==> config.mk <==
export PLATFORM = sky130hd
export DESIGN_NAME = instr_dispatcher
export DESIGN_NICKNAME = d
export VERILOG_FILES = /design/src/rtl/instr_dispatcher.sv
export SDC_FILE = /design/constraint.sdc
export NUM_CORES = 1
export LEC_CHECK = 0
export ABC_CLOCK_PERIOD_IN_PS = 2800
export CAP_MARGIN = 20
export CORE_MARGIN = 8
export CORE_UTILIZATION = 30
export CTS_CLUSTER_DIAMETER = 150
export DETAILED_ROUTE_END_ITERATION = 10
export MAX_ROUTING_LAYER = met4
export PLACE_DENSITY = 0.57
export SYNTH_ARGS = -nofsm -noshare
export SYNTH_HDL_FRONTEND = slang
export SYNTH_SLANG_ARGS = --single-unit
==> constraint.sdc <==
create_clock -name clk -period 2.8 [get_ports clk]
set_input_delay 0.56 -clock clk [delete_from_list [all_inputs] [get_ports clk]]
set_output_delay 0.56 -clock clk [all_outputs]
set_load 0.005 [all_outputs]
==> src/rtl/instr_dispatcher.sv <==
// ---------------------------------------------------------------------------
// instr_dispatcher
//
// Sits upstream of the 8-bit processor core (regA/regB -> ULA -> regC).
//
// Operation:
//   - Instructions {opcode, operand1, operand2} are buffered in a DEPTH-entry FIFO.
//   - One instruction is issued to the core at a time and held stable for the
//     core's LATENCY.
//   - The core's result and flags are then captured.
//   - The captured pair is offered on a valid/ready output channel together
//     with a wrapping completion number.
//
// Ports:
//   clk, reset                          clock, synchronous active-high reset
//   in_valid / in_ready                 instruction input handshake
//   in_opcode, in_op1, in_op2           instruction fields
//   proc_opcode/operand1/operand2       registered drive to the core
//   proc_result, proc_flags             core result (regC) and flags (ULA)
//   out_valid / out_ready               result output handshake
//   out_result, out_flags, out_seq      captured result, flags, completion number
//   fifo_count                          number of stored (not yet issued) entries
//   busy                                high whenever an instruction is in flight
// ---------------------------------------------------------------------------
module instr_dispatcher #(
    parameter int DEPTH   = 4,
    parameter int LATENCY = 2
) (
    input  logic                     clk,
    input  logic                     reset,
    input  logic                     in_valid,
    output logic                     in_ready,
    input  logic [7:0]               in_opcode,
    input  logic [7:0]               in_op1,
    input  logic [7:0]               in_op2,
    output logic [7:0]               proc_opcode,
    output logic [7:0]               proc_operand1,
    output logic [7:0]               proc_operand2,
    input  logic [7:0]               proc_result,
    input  logic [7:0]               proc_flags,
    output logic                     out_valid,
    input  logic                     out_ready,
    output logic [7:0]               out_result,
    output logic [7:0]               out_flags,
    output logic [7:0]               out_seq,
    output logic [$clog2(DEPTH):0]   fifo_count,
    output logic                     busy
);

    localparam int AW   = $clog2(DEPTH);
    localparam int CNTW = (LATENCY < 1) ? 1 : $clog2(LATENCY + 1);
    localparam logic [AW:0]     FULL_C  = (AW + 1)'(DEPTH);
    localparam logic [AW:0]     ONE_C   = (AW + 1)'(1);
    localparam logic [AW-1:0]   PSTEP_C = AW'(1);
    localparam logic [CNTW-1:0] LAT_C   = CNTW'(LATENCY);
    localparam logic [CNTW-1:0] WSTEP_C = CNTW'(1);

    typedef enum logic [1:0] {
        IDLE = 2'd0,
        EXEC = 2'd1,
        DONE = 2'd2
    } state_t;

    state_t          state_q;
    logic [AW-1:0]   wr_ptr_q;
    logic [AW-1:0]   rd_ptr_q;
    logic [AW:0]     count_q;
    logic [AW:0]     count_d;
    logic [CNTW-1:0] wait_q;
    logic [23:0]     mem_q [DEPTH];
    logic [23:0]     head;

    logic [7:0]      proc_opcode_q;
    logic [7:0]      proc_operand1_q;
    logic [7:0]      proc_operand2_q;
    logic            out_valid_q;
    logic [7:0]      out_result_q;
    logic [7:0]      out_flags_q;
    logic [7:0]      out_seq_q;

    logic            push;
    logic            pop;

    // Ready is a pure function of occupancy: a full FIFO refuses even when a
    // pop happens on the same edge, so no combinational path from the FSM.
    assign in_ready = (count_q < FULL_C);
    assign push     = in_valid && in_ready;
    assign pop      = (state_q == IDLE) && (count_q != '0);
    assign head     = mem_q[rd_ptr_q];

    always_comb begin
        count_d = count_q;
        case ({push, pop})
            2'b10:   count_d = count_q + ONE_C;
            2'b01:   count_d = count_q - ONE_C;
            default: count_d = count_q;
        endcase
    end

    // Storage has no reset: emptiness is tracked by the pointers and count.
    always_ff @(posedge clk) begin
        if (push) begin
            mem_q[wr_ptr_q] <= {in_opcode, in_op1, in_op2};
        end
    end

    always_ff @(posedge clk) begin
        if (reset) begin
            state_q         <= IDLE;
            wr_ptr_q        <= '0;
            rd_ptr_q        <= '0;
            count_q         <= '0;
            wait_q          <= '0;
            proc_opcode_q   <= '0;
            proc_operand1_q <= '0;
            proc_operand2_q <= '0;
            out_valid_q     <= 1'b0;
            out_result_q    <= '0;
            out_flags_q     <= '0;
            out_seq_q       <= '0;
        end else begin
            count_q <= count_d;
            if (push) begin
                wr_ptr_q <= wr_ptr_q + PSTEP_C;
            end
            if (pop) begin
                rd_ptr_q <= rd_ptr_q + PSTEP_C;
            end

            case (state_q)
                IDLE: begin
                    if (pop) begin
                        {proc_opcode_q, proc_operand1_q, proc_operand2_q} <= head;
                        wait_q  <= '0;
                        state_q <= EXEC;
                    end
                end
                EXEC: begin
                    // Operands are held; the core needs LATENCY edges to
                    // load regA/regB and then regC before the result is valid.
                    if (wait_q == LAT_C) begin
                        out_result_q <= proc_result;
                        out_flags_q  <= proc_flags;
                        out_valid_q  <= 1'b1;
                        state_q      <= DONE;
                    end else begin
                        wait_q <= wait_q + WSTEP_C;
                    end
                end
                DONE: begin
                    if (out_ready) begin
                        out_valid_q <= 1'b0;
                        out_seq_q   <= out_seq_q + 8'd1;
                        state_q     <= IDLE;
                    end
                end
                default: begin
                    state_q <= IDLE;
                end
            endcase
        end
    end

    assign proc_opcode   = proc_opcode_q;
    assign proc_operand1 = proc_operand1_q;
    assign proc_operand2 = proc_operand2_q;
    assign out_valid     = out_valid_q;
    assign out_result    = out_result_q;
    assign out_flags     = out_flags_q;
    assign out_seq       = out_seq_q;
    assign fifo_count    = count_q;
    assign busy          = (state_q != IDLE);

endmodule

# Word level (Yosys, flattened, before mapping)
# Memory sizes are Yosys's and may differ from the RTL's. A register that Yosys moved wholly into a read port is not among the register bits.
# Cells that the tools add are included.
[word_totals] ff_bits=36 ramBits=96 out_inout_bits=54 word_cells=53 n_memories=1
[classes] n_addsub=6 n_lt_le_gt_ge=1 n_eq_ne=9 n_mux=13 n_reduce_logical=14
[mem_list] memory="mem_q" words=4 width=24 read_ports=1 rd_clocked_by_memory_dff=1 wr=1 line="70" source="logic [23:0] mem_q [DEPTH];"
[ops] cell="2-to-1 mux 2 bit" n=5
[ops] cell="AND reduction 3 bit" n=3
[ops] cell="adder 8 x 1 -> 8 bit (second input constant)" n=1
[ops] cell="inequality test 2 bit (second input constant)" n=4
[ops] cell="nonzero test 2 bit" n=4
[ops] cell="adder 2 x 1 -> 2 bit (second input constant)" n=3
[ops] cell="equality test 2 bit (second input constant)" n=3
[ops] cell="one-hot mux 2 bit (3 select lines)" n=1
[ops] cell="one-hot mux 3 bit (2 select lines)" n=1
[ops] cell="AND reduction 2 bit" n=3
[ops] cell="equality test 2 x 1 -> 1 bit (second input constant)" n=2
[ops] cell="2-to-1 mux 1 bit" n=4
[ops] cell="one-hot mux 2 bit (2 select lines)" n=1
[ops] cell="adder 3 x 1 -> 3 bit (second input constant)" n=1
[ops] cell="less-than comparator 3 bit (second input constant)" n=1
[ops] cell="nonzero test 3 bit" n=1
[ops] cell="subtractor 3 x 1 -> 3 bit (second input constant)" n=1
[ops] cell="logical AND 1 bit" n=2
[ops] cell="logical NOT 2 bit" n=1
[ops] cell="one-hot mux 1 bit (2 select lines)" n=1

# Depth between registers and ports, before layout
[depth] depth_word=4 ltp_mapped=9 depth_no_buf=9

# Worst setup path after synthesis
# No wires, ideal clock.
[synth_path] path_type="input port to flip-flop" from="input in_valid" to="register count_q[2], in the netlist fifo_count[2]" setup_ns=0.070 arrival_ns=2.036 t_required_ns=2.730 setup_slack_ns=0.693 stages=9 cell_sequence="nor2b_1 clkbuf_1 inv_1 ha_1 inv_1 fa_1 xor2_1 or3_1 a21oi_1"
[synth_between] elab_chain_len=3
[synth_rtl] item="start, declared" line="31" source="input logic in_valid,"
[synth_rtl] item="logical AND 1 bit (*)" line="87" source="assign push = in_valid && in_ready;"
[synth_rtl] item="equality test 2 x 1 -> 1 bit or equality test 2 bit (tied branches)" line="93" source="case ({push, pop})"
[synth_rtl] item="one-hot mux 3 bit (2 select lines) or nonzero test 2 bit (tied branches)"
[synth_rtl] item="end signal, assigned" line="122" source="count_q <= count_d;"
[synth_rtl] item="end, declared" line="67" source="logic [AW:0] count_q;"
# Every way passes the cells marked *; elsewhere a longest branch is shown, timed or not.
# A chain may end at the register's enable or synchronous reset.

# Final worst setup path
[layout_path] from="register state_q[1]" to="output busy"
[layout_between] elab_chain_len=1
[layout_rtl] item="start, declared" line="64" source="state_t state_q;"
[layout_rtl] item="start signal, assigned" line="109" source="state_q <= IDLE;"
[layout_rtl] item="start signal, assigned" line="135" source="state_q <= EXEC;"
[layout_rtl] item="start signal, assigned" line="145" source="state_q <= DONE;"
[layout_rtl] item="nonzero test 2 bit" line="172" source="assign busy = (state_q != IDLE);"
[layout_rtl] item="end, declared" line="47" source="output logic busy"
# Every way passes these cells.

==> impl_table.tex <==
\begin{tabular}{lr}
\hline
Metric & Value \\
\hline
\multicolumn{2}{l}{\textbf{Clock network}} \\
Post-CTS Setup Repair Bufs & 0 \\
Root Buffer & sky130\_fd\_sc\_hd\_\_clkbuf\_16 \\
CTS sink cnt & 156 \\
Number of resized instances in the post-cts repair step & 0 \\
Num CTS Buffers & 17 \\
CTS HTree Levels & 4 \\
Hold Buf Count CTS & 0 \\
Skew-Pair Late Insertion Delay & 0.42 ns \\
Clock tree buffer depth & 2 \\
Clk pin slew, worst setup/hold paths & 0.06 ns \\
CTS tree & built \\
\multicolumn{2}{l}{\textbf{Synthesis}} \\
Number of unique standard cell types used by synthesis & 43 \\
Synthesized instance count & 361 \\
Seq/Total Area, Yosys & 0.709 \\
Synth Net Count & 413 \\
Area of the mapped netlist & 5760 um2 \\
Count of warnings emitted by yosys & 0 \\
Synthesized area divided by synthesized cell count & 16.0 um2 \\
Register bit total from synthesis & 156 \\
\multicolumn{2}{l}{\textbf{Setup path}} \\
Data required time at the worst endpoint & 2.24 ns \\
Critical-path cell list & nor2\_2, inv\_2, clkdlybuf4s50\_1 \\
Max Fanout on Critical Path & 7 \\
Critical setup path kind & reg -> out \\
Endpoint kind of the worst setup timing path & output port \\
Cell type of the slowest stage on the worst timing path & sky130\_fd\_sc\_hd\_\_clkdlybuf4s50\_1 \\
Sort of element at the start of the critical path & register \\
Largest stage delay on the critical path & 0.56 ns \\
CP arrival & 1.69 ns \\
\multicolumn{2}{l}{\textbf{Detailed routing}} \\
Post-detailed-route via-to-cell ratio & 4.63 \\
First-pass iteration count of the detailed router & 4 \\
WL final & 12400 um \\
Detailed Route Iter0 Violations & 142 \\
Total via count in the routed design & 3325 \\
Detailed-route wire length per cell & 17.3 um \\
Number of design rule violations left after detail routing & 0 \\
Antenna-violating nets left & 0 \\
\multicolumn{2}{l}{\textbf{Finish}} \\
Number of filler instances in the final layout & 1733 \\
Most common library cell in the layout ignoring fill and taps & sky130\_fd\_sc\_hd\_\_clkdlybuf4s50\_1 \\
Layout cell share with drive strength beyond 1 & 0.162 \\
Commonest non-fill, non-tap cells in the layout & sky130\_fd\_sc\_hd\_\_clkdlybuf4s50\_1, sky130\_fd\_sc\_hd\_\_edfxtp\_1, sky130\_fd\_sc\_hd\_\_dfxtp\_1 \\
Layout-stage area growth over the synthesis result & 33.7\% \\
Nets@finish & 521 \\
\multicolumn{2}{l}{\textbf{Global routing}} \\
Vias in the first global route & 3467 \\
Congestion Overflow GR & 0 \\
Number of antenna violations at the first check in global routing & 2 \\
Global-route wire length before repair & 19500 um \\
Top Usage Layer GRT & met2 \\
Met3 routing resource usage after global routing & 0.0346 \\
Routing usage on met1 & 0.120 \\
GRT Total Usage & 0.111 \\
Met2 track demand over resource & 0.179 \\
Pin count of the biggest net entering global routing & 27 \\
\multicolumn{2}{l}{\textbf{Die}} \\
Vert. Die Dim & 155 um \\
Core area & 18800 um2 \\
Horizontal die dimension & 155 um \\
Area of the die & 23900 um2 \\
Count of pins on the block boundary & 98 \\
Starting Density & 0.307 \\
Std-Cell Rows & 50 \\
\multicolumn{2}{l}{\textbf{Placement}} \\
Minimum setup slack after placement & 0.360 ns \\
GPL Wtd Cong & 0.720 \\
Buffers added on ports & 97 \\
Placed wire-length estimate after detailed placement & 8390 um \\
\multicolumn{2}{l}{\textbf{STA}} \\
Number of endpoints with negative hold slack in the final report & 0 \\
Setup-failing EPs final & 0 \\
Final Cycle Share & 0.804 \\
Unrepaired setup endpoints after global routing & no \\
Setup\_tns & 0 ns \\
Top achievable clock speed & 444 MHz \\
Final max-slew violation count & 0 \\
Worst slew slack as a fraction of its limit & 0.498 \\
Slew @ Worst Pin & 0.752 ns \\
Final worst-path setup slack & 0.550 ns \\
Fin crit period & 2.25 ns \\
Max Clock Skew & 0.00796 ns \\
\multicolumn{2}{l}{\textbf{Power}} \\
LEAKAGE & 0.00259 uW \\
Maximum ir drop on the vdd rail & 0.423 mV \\
Areal power density over the cells & 942 nW/um2 \\
\multicolumn{2}{l}{\textbf{Flow run}} \\
Max-cap violations & 0 \\
\multicolumn{2}{l}{\textbf{Hold path}} \\
Worst min-delay path class & reg -> reg \\
\multicolumn{2}{l}{\textbf{Run status}} \\
Result of the run & finished, final reports clean \\
\hline
\end{tabular}
==> routing by layer <==
metal | share of wire | up-vias
li1 | - | 1596
met1 | 0.42 | 1648
met2 | 0.51 | 60
met3 | 0.048 | 21
met4 | 0.028 | 0
met5 | 0 | -
==> stage by stage <==
step	power (uW)	hold slack, ns	std cells	utilization	cell area, um2
floorplan	4070	0.453	361	-	5760
global placement	4800	0.442	684	0.375	7040
detailed placement	4840	0.446	684	0.375	7040
CTS	7370	0.455	716	0.410	7690
global route	7610	0.472	718	0.410	7700
finish	7250	0.453	718	0.410	7700
==> flip-flops by register name (all words and copies together), names as in the netlist <==
register       flops
proc_opcode        8
fifo_count         3
mem_q             96
wait_q             2
out_flags          8
out_result         8
state_q            2
proc_operand1      8
proc_operand2      8
wr_ptr_q           2
rd_ptr_q           2
out_valid          1
out_seq            8
==> layout make-up <==
class / instances / area, um2 / share of cell area
Sequential cell: 156 / 4090 / 0.531
Multi-Input combinational cell: 176 / 1540 / 0.201
Timing Repair Buffer: 107 / 1070 / 0.139
Clock buffer: 19 / 443 / 0.0575
Tap cell: 234 / 293 / 0.0380
Clock inverter: 13 / 214 / 0.0278
Inverter: 11 / 41.3 / 0.00536
Antenna cell: 2 / 5.00 / 0.000650
==> worst paths after layout <==
| path | startpoint | cells past startpoint | slack (ns) | endpoint |
|---|---|---|---|---|
| setup / recovery | state_q[1] | 3 | 0.55 | busy |
| hold / removal | out_result[5] | 2 | 0.45 | out_result[5] |
| setup reg to reg | state_q[1] | 9 | 0.70 | fifo_count[2] |
| hold reg to reg | out_result[5] | 2 | 0.45 | out_result[5] |
==> synth_stat cells (all sizes together) <==
cell    instances  area (um2)
ha              7        87.6
edfxtp         96        2880
a31o            1        8.76
nand3b          2        27.5
clkbuf          5        18.8
nand4b          1        8.76
a21oi          30         154
or2             1        6.26
buf            13        82.6
mux4           24         541
mux2i           2        20.0
nand2b          1        6.26
nand2          35         131
fa              1        20.0
or3             6        42.5
nor2b           1        6.26
a311oi          1        8.76
a22o           24         210
and3b           1        8.76
nand3           1        5.00
o211ai          2        15.0
nor3            2        26.3
xor2            4        35.0
and2            4        25.0
o31ai           2        15.0
or3b            2        17.5
xnor2           1        8.76
nand4           2        12.5
dfxtp          60        1200
inv            11        41.3
o21ai           5        25.0
or4             2        15.0
nor2           11        43.8
==> critical path, delay by kind of cell (launching register included) <==
family,cells,cell delay (ns)
simple gates,1,0.12
flops,1,0.46
buf+inv,2,0.70
==> where the power goes <==
part / internal [uW] / leakage [uW] / switching (uW) / total (uW)
logic: 953 / 0.000903 / 721 / 1670
registers: 2830 / 0.00137 / 226 / 3050
clock network: 1610 / 0.000321 / 906 / 2520
total: 5400 / 0.00259 / 1850 / 7250
==> cells by family (layout without fill, tap and decap cells) <==
| logic type | count (synthesis) | count (layout) | synth area share |
|---|---|---|---|
| and+or+nand+nor | 72 | 72 | 0.0665 |
| AOI/OAI and AO/OA | 65 | 65 | 0.0758 |
| xor gates and xnor gates | 5 | 5 | 0.00761 |
| other | 0 | 2 | 0 |
| adders and majority gates | 8 | 8 | 0.0187 |
| buffers and inverters | 29 | 150 | 0.0248 |
| muxes | 26 | 26 | 0.0973 |
| DFF | 156 | 156 | 0.709 |
(Power assumes the default switching activity.)
